--- config.mk ---
export PLATFORM = sky130hd
export DESIGN_NAME = mem_access_stage
export DESIGN_NICKNAME = d
export VERILOG_FILES = /design/src/rtl/mem_stage_pkg.sv /design/src/rtl/mem_access_stage_load_align.sv /design/src/rtl/mem_access_stage.sv
export SDC_FILE = /design/constraint.sdc
export NUM_CORES = 1
export LEC_CHECK = 0
export BUFFER_PORTS_ARGS = -buffer_cell sky130_fd_sc_hd__buf_2
export CORE_UTILIZATION = 57
export CTS_BUF_LIST = sky130_fd_sc_hd__clkbuf_16
export DETAILED_ROUTE_END_ITERATION = 8
export PLACE_DENSITY = 0.86
export SYNTH_ARGS = -nofsm -noshare
export SYNTH_HDL_FRONTEND = slang
export SYNTH_SLANG_ARGS = --single-unit
--- constraint.sdc ---
create_clock -name clk -period 6.5 [get_ports clk]
set_clock_uncertainty 0.15 [all_clocks]
set_input_delay 0.325 -clock clk [delete_from_list [all_inputs] [get_ports clk]]
set_output_delay 0.325 -clock clk [all_outputs]
set_load 0.1 [all_outputs]
--- src/rtl/mem_stage_pkg.sv ---
// Shared types and constants for the RV32 MEM stage: funct3 encodings, FSM states,
// WB select codes, payload structs and access helpers.
package mem_stage_pkg;

    localparam int unsigned XLEN   = 32;
    localparam int unsigned REG_AW = 5;
    localparam int unsigned SEL_W  = 2;
    localparam int unsigned BE_W   = 4;
    localparam int unsigned CNT_W  = 8;

    localparam logic [2:0] F3_B  = 3'b000;
    localparam logic [2:0] F3_H  = 3'b001;
    localparam logic [2:0] F3_W  = 3'b010;
    localparam logic [2:0] F3_BU = 3'b100;
    localparam logic [2:0] F3_HU = 3'b101;

    localparam logic [SEL_W-1:0] WB_ALU = 2'd0;
    localparam logic [SEL_W-1:0] WB_MEM = 2'd1;
    localparam logic [SEL_W-1:0] WB_PC  = 2'd2;

    typedef enum logic [1:0] {
        IDLE = 2'd0,
        REQ  = 2'd1,
        RESP = 2'd2
    } state_e;

    typedef struct packed {
        logic            we;
        logic [XLEN-1:0] addr;
        logic [XLEN-1:0] wdata;
        logic [BE_W-1:0] be;
    } dmem_cmd_t;

    typedef struct packed {
        logic              is_load;
        logic [2:0]        f3;
        logic [XLEN-1:0]   alu;
        logic [XLEN-1:0]   pc;
        logic [REG_AW-1:0] rd;
        logic              rfw;
        logic [SEL_W-1:0]  sel;
    } instr_t;

    typedef struct packed {
        logic              valid;
        logic [XLEN-1:0]   data;
        logic [XLEN-1:0]   alu;
        logic [XLEN-1:0]   pc;
        logic [REG_AW-1:0] rd;
        logic [SEL_W-1:0]  sel;
        logic              rfw;
        logic              mis;
        logic              berr;
    } wb_t;

    function automatic logic is_misaligned(input logic [2:0] f3, input logic [1:0] a);
        logic m;
        m = 1'b0;
        case (f3[1:0])
            2'b01:   m = a[0];
            2'b10:   m = (a != 2'b00);
            default: m = 1'b0;
        endcase
        return m;
    endfunction

    function automatic logic [BE_W-1:0] access_be(input logic [2:0] f3, input logic [1:0] a);
        logic [BE_W-1:0] be;
        case (f3[1:0])
            2'b00:   be = 4'b0001 << a;
            2'b01:   be = 4'b0011 << a;
            default: be = 4'b1111;
        endcase
        return be;
    endfunction

    function automatic logic [XLEN-1:0] store_wdata(input logic [2:0] f3, input logic [XLEN-1:0] d);
        logic [XLEN-1:0] w;
        case (f3[1:0])
            2'b00:   w = {4{d[7:0]}};
            2'b01:   w = {2{d[15:0]}};
            default: w = d;
        endcase
        return w;
    endfunction

endpackage

--- src/rtl/mem_access_stage_load_align.sv ---
// load_align: selects the addressed byte/half lane of a read word and sign/zero extends it.
module load_align
    import mem_stage_pkg::*;
(
    input  logic [XLEN-1:0] rdata_i,
    input  logic [1:0]      addr_lo_i,
    input  logic [2:0]      funct3_i,
    output logic [XLEN-1:0] load_data_c
);

    logic [7:0]  byte_sel;
    logic [15:0] half_sel;

    always_comb begin
        byte_sel = rdata_i[{addr_lo_i, 3'b000} +: 8];
        half_sel = rdata_i[{addr_lo_i[1], 4'b0000} +: 16];
        case (funct3_i)
            F3_B:    load_data_c = {{24{byte_sel[7]}}, byte_sel};
            F3_H:    load_data_c = {{16{half_sel[15]}}, half_sel};
            F3_BU:   load_data_c = {24'd0, byte_sel};
            F3_HU:   load_data_c = {16'd0, half_sel};
            default: load_data_c = rdata_i;
        endcase
    end

endmodule

--- src/rtl/mem_access_stage.sv ---
// MEM stage of the RV32 pipeline: req/gnt/rvalid data bus access, load alignment, WB forwarding.
// Optional MEM_TIMEOUT_EN: abort a bus access after TIMEOUT waiting cycles with bus_err_out.
module mem_access_stage
    import mem_stage_pkg::*;
#(
    parameter int unsigned TIMEOUT = 255
) (
    input  logic              clk,
    input  logic              reset,
    input  logic              in_valid,
    output logic              in_ready,
    input  logic              mem_read_in,
    input  logic              mem_write_in,
    input  logic [2:0]        funct3_in,
    input  logic [XLEN-1:0]   alu_result_in,
    input  logic [XLEN-1:0]   store_data_in,
    input  logic [REG_AW-1:0] addr_rd_in,
    input  logic              reg_file_write_in,
    input  logic [SEL_W-1:0]  select_mux_2_in,
    input  logic [XLEN-1:0]   add_pc_in,
    output logic              dmem_req,
    output logic              dmem_we,
    output logic [XLEN-1:0]   dmem_addr,
    output logic [XLEN-1:0]   dmem_wdata,
    output logic [BE_W-1:0]   dmem_be,
    input  logic              dmem_gnt,
    input  logic              dmem_rvalid,
    input  logic [XLEN-1:0]   dmem_rdata,
    output logic              out_valid,
    output logic [XLEN-1:0]   mem_data_out,
    output logic [XLEN-1:0]   alu_result_out,
    output logic [XLEN-1:0]   add_pc_out,
    output logic [REG_AW-1:0] addr_rd_out,
    output logic [SEL_W-1:0]  select_mux_2_out,
    output logic              reg_file_write_out,
    output logic              misaligned_out,
    output logic              bus_err_out
);

    state_e    state_q, state_d;
    logic      req_q, req_d;
    logic      ready_q, ready_d;
    dmem_cmd_t cmd_q, cmd_d;
    instr_t    instr_q, instr_d;
    wb_t       wb_q, wb_d;

    instr_t          in_instr;
    logic            mem_op;
    logic            mis_c;
    logic            done;
    instr_t          done_src;
    logic [XLEN-1:0] done_data;
    logic            done_mis;
    logic            done_berr;
    logic [XLEN-1:0] load_data_c;

`ifdef MEM_TIMEOUT_EN
    logic [CNT_W-1:0] cnt_q, cnt_d;
    logic             timeout;
`else
    logic [CNT_W-1:0] unused_timeout;
    assign unused_timeout = CNT_W'(TIMEOUT);
`endif

    load_align u_load_align (
        .rdata_i     (dmem_rdata),
        .addr_lo_i   (instr_q.alu[1:0]),
        .funct3_i    (instr_q.f3),
        .load_data_c (load_data_c)
    );

    // Next-state, bus command and writeback result
    always_comb begin
        state_d    = state_q;
        req_d      = req_q;
        cmd_d      = cmd_q;
        instr_d    = instr_q;
        wb_d       = wb_q;
        wb_d.valid = 1'b0;
        done       = 1'b0;
        done_src   = instr_q;
        done_data  = '0;
        done_mis   = 1'b0;
        done_berr  = 1'b0;

        mem_op           = mem_read_in | mem_write_in;
        mis_c            = is_misaligned(funct3_in, alu_result_in[1:0]);
        in_instr.is_load = mem_read_in & ~mem_write_in;
        in_instr.f3      = funct3_in;
        in_instr.alu     = alu_result_in;
        in_instr.pc      = add_pc_in;
        in_instr.rd      = addr_rd_in;
        in_instr.rfw     = reg_file_write_in;
        in_instr.sel     = select_mux_2_in;

`ifdef MEM_TIMEOUT_EN
        cnt_d   = cnt_q + CNT_W'(1);
        timeout = (cnt_q == CNT_W'(TIMEOUT - 1));
`endif

        case (state_q)
            IDLE: begin
                if (in_valid && ready_q) begin
                    instr_d = in_instr;
                    if (mem_op && !mis_c) begin
                        state_d     = REQ;
                        req_d       = 1'b1;
                        cmd_d.we    = mem_write_in;
                        cmd_d.addr  = {alu_result_in[XLEN-1:2], 2'b00};
                        cmd_d.wdata = mem_write_in ? store_wdata(funct3_in, store_data_in) : '0;
                        cmd_d.be    = access_be(funct3_in, alu_result_in[1:0]);
`ifdef MEM_TIMEOUT_EN
                        cnt_d = '0;
`endif
                    end else begin
                        done     = 1'b1;
                        done_src = in_instr;
                        done_mis = mem_op;
                    end
                end
            end
            REQ: begin
                if (dmem_gnt) begin
                    req_d = 1'b0;
                    cmd_d = '0;
                    if (!instr_q.is_load) begin
                        done = 1'b1;
                    end else if (dmem_rvalid) begin
                        done      = 1'b1;
                        done_data = load_data_c;
                    end else begin
                        state_d = RESP;
`ifdef MEM_TIMEOUT_EN
                        cnt_d = '0;
`endif
                    end
                end
`ifdef MEM_TIMEOUT_EN
                else if (timeout) begin
                    req_d     = 1'b0;
                    cmd_d     = '0;
                    done      = 1'b1;
                    done_berr = 1'b1;
                end
`endif
            end
            RESP: begin
                if (dmem_rvalid) begin
                    done      = 1'b1;
                    done_data = load_data_c;
                end
`ifdef MEM_TIMEOUT_EN
                else if (timeout) begin
                    done      = 1'b1;
                    done_berr = 1'b1;
                end
`endif
            end
            default: state_d = IDLE;
        endcase

        if (done) begin
            state_d    = IDLE;
            wb_d.valid = 1'b1;
            wb_d.data  = done_data;
            wb_d.alu   = done_src.alu;
            wb_d.pc    = done_src.pc;
            wb_d.rd    = done_src.rd;
            wb_d.sel   = done_src.sel;
            wb_d.rfw   = done_src.rfw & ~done_mis & ~done_berr;
            wb_d.mis   = done_mis;
            wb_d.berr  = done_berr;
        end

        ready_d = (state_d == IDLE);
    end

    always_ff @(posedge clk or negedge reset) begin
        if (!reset) begin
            state_q <= IDLE;
            req_q   <= 1'b0;
            ready_q <= 1'b0;
            cmd_q   <= '0;
            instr_q <= '0;
            wb_q    <= '0;
`ifdef MEM_TIMEOUT_EN
            cnt_q   <= '0;
`endif
        end else begin
            state_q <= state_d;
            req_q   <= req_d;
            ready_q <= ready_d;
            cmd_q   <= cmd_d;
            instr_q <= instr_d;
            wb_q    <= wb_d;
`ifdef MEM_TIMEOUT_EN
            cnt_q   <= cnt_d;
`endif
        end
    end

    assign in_ready           = ready_q;
    assign dmem_req           = req_q;
    assign dmem_we            = cmd_q.we;
    assign dmem_addr          = cmd_q.addr;
    assign dmem_wdata         = cmd_q.wdata;
    assign dmem_be            = cmd_q.be;
    assign out_valid          = wb_q.valid;
    assign mem_data_out       = wb_q.data;
    assign alu_result_out     = wb_q.alu;
    assign add_pc_out         = wb_q.pc;
    assign addr_rd_out        = wb_q.rd;
    assign select_mux_2_out   = wb_q.sel;
    assign reg_file_write_out = wb_q.rfw;
    assign misaligned_out     = wb_q.mis;
    assign bus_err_out        = wb_q.berr;

endmodule

==> summary.md, run 1 <==
| Metric | Value |
|---|---|
| Sequential area share after synthesis | `0.548` |
| Rel. slew slack | `0.0539` |
| DRC | `0` |
| Via count | `9043` |
| Antenna Nets Post-Route | `0` |
| Post-CTS sizing | `0` |
| CP peak stage delay | `590 ps` |
| Root Driver | `clkbuf_16` |
| EDFF count, synth | `0` |
| Post-synthesis cell count | `897` |
| Setup TNS Final | `0 ps` |
| Critical path class | `in -> reg` |
| Fillers | `1157` |
| Status | `completed` |
| CTS tree | `yes` |
| Setup violations, final | `0` |
| Largest net degree at the start of global routing | `136` |
| Core Util, Final | `0.777` |
| GRT Total Usage | `0.306` |
| Hold Slack | `14.2 ps` |
| Worst EP arrival | `3930 ps` |
| Number of global-route vias before repair | `9350` |
| Reg2reg start | `state_q[0]` |
| WL per Instance | `20.0 um` |
| Leading area contributor after synthesis | `dfrtp_1` |
| Setup crit start kind | `primary input` |
| Max Cap Viol | `0` |
| Fin nets | `1455` |
| DIE WIDTH | `144 um` |
| CTS sink count | `253` |
| Async S/R FF share, synth | `1.00` |
| Period utilization | `0.564` |
| Yosys top cell area share | `0.548` |
| Worst-Margin Slew | `1410 ps` |
| Hold-fix buffers, CTS | `109` |
| Inserted Clock Buffers | `26` |
| Clk buf depth | `3` |
| Total gr overflow | `0` |
| Top-Level Pins | `324` |
| Post-DP HPWL | `19.3 mm` |
| Max Fanout on Critical Path | `49` |
| Vias per Instance | `5.69` |
| Ratio of cells with drive above 1 in the final layout | `0.464` |
| Worst hold path type | `in -> reg` |
| Unrepaired setup endpoints after global routing | `no` |
| Starting density of the core | `0.588` |
| CP required | `6760 ps` |
| Final Hold Vio Count | `0` |
| Synthesis-stage register bit count | `253` |
| Synthesis Warnings | `0` |
| Full die area | `20800 um2` |
| Placed Area | `13300 um2` |
| Max Clk Rate | `273 MHz` |
| Max Slew Vio Count | `0` |
| Worst-path cell chain | `dlygate4sd3_1 -> buf_2 -> inv_1 -> ha_1 -> o2bb2ai_1 -> o211a_1 -> o21ai_4 -> inv_4 -> buf_4 -> mux2_2` |
| Ys flop type | `dfrtp_1` |
| Delay-heaviest family, CP | `buffers and inverters` |
| Die Ht | `144 um` |
| Count of unique library cells instantiated by Yosys | `52` |
| Port Buffers | `320` |
| Total Wirelength | `31.8 mm` |
| Post-Synthesis Mean Instance Area | `12.9 um2` |
| Drt first pass iters | `5` |
| Most area-consuming cells after synthesis | `dfrtp_1 55%, mux2_2 23%, mux2i_1 3.8%` |
| Worst Setup SP | `funct3_in[1]` |
| Clk Latency, worst-skew pair | `530 ps` |
| Cell row count | `51` |
| Worst r2r path cells | `8` |
| Post-CTS Setup Inserts | `0` |
| Hold_sp | `dmem_rdata[2]` |
| Hold EP | `mem_data_out[2]` |
| Core Footprint | `19700 um2` |
| CTS clk-pin slew, worst paths | `60 ps` |
| Cell Area, Synth | `11600 um2` |
| Critical-path top delay cell | `buf_4` |
| Initial antenna violation count | `1` |
| RR Endpoint | `add_pc_out[2]` |
| Area Growth Syn to Fin | `32.2%` |
| H-tree Lvls | `1` |
| Crit path time final | `3670 ps` |
| Gp weighted congestion | `0.903` |
| Design area | `15300 um2` |
| R2r setup slk | `2970 ps` |
| Worst Path Buf+Inv | `5` |
| Crit path capture type | `flip-flop` |
| Hold path depth | `3` |
| Starting DRT DRC Count | `494` |
| First-pass GRT wire length | `49.3 mm` |
==> stage by stage <==
stage,worst slack [ps],std cells
4_1_cts,2900,1587
2_1_floorplan,3970,899
5_1_grt,2680,1588
6_report,2830,1588
3_5_place_dp,2920,1430
3_3_place_gp,2990,1430
==> cells in the final DEF (no fill, tap or decap), types with 3 or more instances in the layout <==
cell / n
a21oi_1: 20
a22o_1: 34
a22oi_1: 9
a31oi_1: 17
a32oi_1: 7
and3b_1: 8
buf_2: 319
buf_4: 6
bufinv_16: 3
clkbuf_16: 26
clkinv_1: 5
clkinv_2: 8
clkinvlp_4: 3
conb_1: 3
dfrtp_1: 253
dlygate4sd3_1: 109
ha_1: 7
inv_1: 51
mux2_2: 231
mux2i_1: 44
nand2_1: 37
nand2b_1: 4
nor2_1: 21
o211ai_1: 9
o21ai_0: 29
o2bb2ai_1: 17
or2_2: 4
==> tightest hold or removal path, stage by stage <==
cell and delay, ps:
buf_2 90, o211ai_1 100, mux2i_1 140
==> cell usage after synthesis (7+ instances only) <==
master	n
mux2i_1	44
a22oi_1	9
o211ai_1	9
o2bb2ai_1	17
nor2_1	21
a32oi_1	7
inv_1	50
a31oi_1	17
clkbuf_1	32
mux2_2	231
ha_1	7
nand2_1	37
and3b_1	8
a21oi_1	20
dfrtp_1	253
a22o_1	34
o21ai_0	29
buf_2	21
==> how the worst max path moves through the flow <==
stage / endpoint / slack [ps] / cells after the start
after global routing: add_pc_out[12] / 2680 / 10
after CTS: addr_rd_out[0] / 2900 / 10
after detailed placement: add_pc_out[8] / 2920 / 9
final: add_pc_out[2] / 2830 / 10
after global placement: addr_rd_out[2] / 2990 / 9
after floorplan: mem_data_out[14] / 3970 / 7
==> routing by layer <==
metal  GRT usage  share of wire  up-vias
met5           0              0        -
met4       0.131          0.038        0
met3      0.0695          0.074       97
met2       0.522           0.50      445
met1       0.374           0.39     4454
li1            -              -     4047
==> logic make-up (layout without fill, tap and decap cells) <==
logic type	after synthesis	count (layout)	share of synthesized area
other	1	4	0.000325
flip-flops	253	253	0.548
AND/OR/NAND/NOR	86	86	0.0361
AO/OA/AOI/OAI	161	161	0.101
adder cells (fa/ha/maj)	7	7	0.00758
buffers and inverters	112	535	0.0409
multiplexers	277	277	0.266
==> registers in the layout (all words and copies together) (netlist names), 2 cells and up <==
| signal | count |
|---|---|
| dmem_wdata | 32 |
| instr_q | 76 |
| mem_data_out | 32 |
| alu_result_out | 32 |
| state_q | 2 |
| dmem_addr | 30 |
| select_mux_2_out | 2 |
| add_pc_out | 32 |
| dmem_be | 4 |
| addr_rd_out | 5 |
==> layout make-up <==
class,count,area [um2],area share
multi-input cells,534,4790,0.314
inverters,51,194,0.0127
well taps,265,332,0.0217
clock inverters,22,200,0.0131
diodes,1,2.50,0.000164
repair buffers,436,2770,0.181
clock buffers,26,651,0.0426
flip-flops and latches,253,6330,0.415
Power of run 1 is left out: the tool's default activity adds up to more than one toggle a clock period on the data nets, which glitch-free logic cannot reach.
==> inputs of run 2 (changes only) <==
--- a/config.mk
+++ b/config.mk
@@ -6,10 +6,10 @@
 export NUM_CORES = 1
 export LEC_CHECK = 0
 export BUFFER_PORTS_ARGS = -buffer_cell sky130_fd_sc_hd__buf_2
-export CORE_UTILIZATION = 57
+export CORE_UTILIZATION = 48
 export CTS_BUF_LIST = sky130_fd_sc_hd__clkbuf_16
 export DETAILED_ROUTE_END_ITERATION = 8
-export PLACE_DENSITY = 0.86
+export PLACE_DENSITY = 0.77
 export SYNTH_ARGS = -nofsm -noshare
 export SYNTH_HDL_FRONTEND = slang
 export SYNTH_SLANG_ARGS = --single-unit
==> constraint.sdc (replaced) <==
create_clock -name clk -period 3.1 [get_ports clk]
set_clock_uncertainty 0.15 [all_clocks]
set_input_delay 0.155 -clock clk [delete_from_list [all_inputs] [get_ports clk]]
set_output_delay 0.155 -clock clk [all_outputs]
set_load 0.1 [all_outputs]
==> summary.md, run 2 (synthesis gave the netlist of run 1 again) <==
| Metric | Value |
|---|---|
| Status | `completed` |
| First-pass GRT wire length | `50.6 mm (+2.7%)` |
| Drt first pass iters | `5 (unchanged)` |
| Initial antenna violation count | `1 (unchanged)` |
| Clk buf depth | `3 (unchanged)` |
| Starting density of the core | `0.491 (-0.0971)` |
| Critical path class | `reg -> reg` |
| Period utilization | `0.887` |
| CTS clk-pin slew, worst paths | `60 ps (about the same)` |
| Vias per Instance | `5.40 (-5.2%)` |
| CTS tree | `yes` |
| CTS sink count | `253 (unchanged)` |
| DIE WIDTH | `157 um (+8.8%)` |
| Worst EP arrival | `3000 ps (-930 ps)` |
| Inserted Clock Buffers | `27 (+3.8%)` |
| H-tree Lvls | `1 (unchanged)` |
| Reg with most FFs | `instr_q` |
| Largest net degree at the start of global routing | `85 (-38%)` |
| Flip-flop count of the largest register after layout | `76 (unchanged)` |
| CP required | `3350 ps (-3410 ps)` |
| Post-DP HPWL | `19.7 mm (+2.4%)` |
| Crit path capture type | `flip-flop` |
| Critical-path top delay cell | `dfrtp_1` |
| Worst Path Buf+Inv | `3 (-2)` |
| Post-CTS Setup Inserts | `0 (unchanged)` |
| Number of global-route vias before repair | `9493 (+1.5%)` |
| Top-Level Pins | `324 (unchanged)` |
| Clk Latency, worst-skew pair | `520 ps (about the same)` |
| Delay-heaviest family, CP | `buffers and inverters` |
| DRC | `0 (unchanged)` |
| Full die area | `24700 um2 (+18%)` |
| Commonest non-fill, non-tap cell in the layout | `buf_2` |
| Worst hold path type | `in -> async` |
| Final Hold Vio Count | `0 (unchanged)` |
| Crit path time final | `2750 ps` |
| Unrepaired setup endpoints after global routing | `no` |
| CP peak stage delay | `410 ps (-180 ps)` |
| Setup violations, final | `0 (unchanged)` |
| Rel. slew slack | `0.457 (+0.403)` |
| Via count | `9119 (+0.84%)` |
| Cell row count | `56 (+9.8%)` |
| Root Driver | `clkbuf_16` |
| GRT Total Usage | `0.260 (-0.0462)` |
| Max Clk Rate | `364 MHz` |
| Final cell count without fillers | `1690 (+6.4%)` |
| Antenna Nets Post-Route | `0 (unchanged)` |
| Ratio of cells with drive above 1 in the final layout | `0.450 (-0.0141)` |
| Die Ht | `157 um (+8.8%)` |
| Max Slew Vio Count | `0 (unchanged)` |
| Worst-path cell chain | `inv_1 -> ha_1 -> and3_1 -> o211a_1 -> o21ai_4 -> inv_4 -> buf_12 -> mux2_2` |
| Setup crit start kind | `flip-flop` |
| Starting DRT DRC Count | `618 (+25%)` |
| Placed cell count | `1501 (+5.0%)` |
| Core Util, Final | `0.672 (-0.105)` |
| Area Growth Syn to Fin | `36.9%` |
| Fin nets | `1513 (+4.0%)` |
| Max Cap Viol | `0 (unchanged)` |
| Core Footprint | `23500 um2 (+20%)` |
| Most frequent cells in the layout | `319 x buf_2, 253 x dfrtp_1, 231 x mux2_2, 149 x dlygate4sd3_1, 53 x inv_1` |
| Gp weighted congestion | `0.847 (-6.1%)` |
| Total Wirelength | `32.2 mm (+1.3%)` |
| WL per Instance | `19.1 um (-4.8%)` |
| Max Fanout on Critical Path | `48 (-2.0%)` |
| Worst-Margin Slew | `813 ps (-600 ps)` |
| Port Buffers | `320 (unchanged)` |
| Total gr overflow | `0 (unchanged)` |
| Setup TNS Final | `0 ps (unchanged)` |
## run 2: cell count changes in the layout (fill, tap and decap cells not counted), moves of 3 or more
cell | previous run | this run
buf_4 | 6 | 19
clkinv_2 | 8 | 0
buf_12 | 1 | 5
clkinv_1 | 5 | 8
dlygate4sd3_1 | 109 | 149
clkinvlp_4 | 3 | 0
## run 2: worst reg2reg max path, stage by stage, from the launching register on
cell,delay [ps]
dfrtp_1,410
inv_1,110
ha_1,390
and3_1,300
o211a_1,230
o21ai_4,190
inv_4,140
buf_12,270
mux2_2,450
## run 2: timing repair
item / CTS / global route
gates resized for setup: 0 / 0
hold buffers: 149 / 0
hold endpoints to repair: 324 / 0
## run 2: final cells by class
class                           count  area [um2]
Clock inverter                     12        71.3
Inverter                           51         194
Multi-Input combinational cell    534        4790
Clock buffer                       27         676
Sequential cell                   253        6330
Fill cell                        1699        7730
Tap cell                          319         399
Antenna cell                        1        2.50
Timing Repair Buffer              493        3350
## run 2: path summary, 6_finish.rpt
path	start	end	slack [ps]	depth (start not counted)
min in group clk	dmem_rvalid	mem_data_out[2]	90	6
setup / recovery	state_q[0]	add_pc_out[29]	350	8
hold / removal	reset	mem_data_out[6]	90	2
setup reg to reg	state_q[0]	add_pc_out[29]	350	8
max in group asynchronous	reset	add_pc_out[9]	1780	3
hold reg to reg	dmem_req	dmem_req	330	1
## run 2: metrics by stage
step                      cell area [um2]  setup slack (ps)  hold slack (ps)
after detailed placement            13600               432             66.4
after global placement              13600               495             64.8
final                               15800               349             89.9
after floorplan                     11600               569             -291
after CTS                           15800               402             53.9
after global routing                15800              99.0             97.8
## run 2: layer usage
| layer | global-route usage | wire length [um] |
|---|---|---|
| met5 | 0 | 0 |
| met4 | 0.0966 | 1050 |
| met3 | 0.0675 | 2480 |
| met2 | 0.442 | 15700 |
| met1 | 0.318 | 13000 |
Power of run 2 is left out for the same reason.
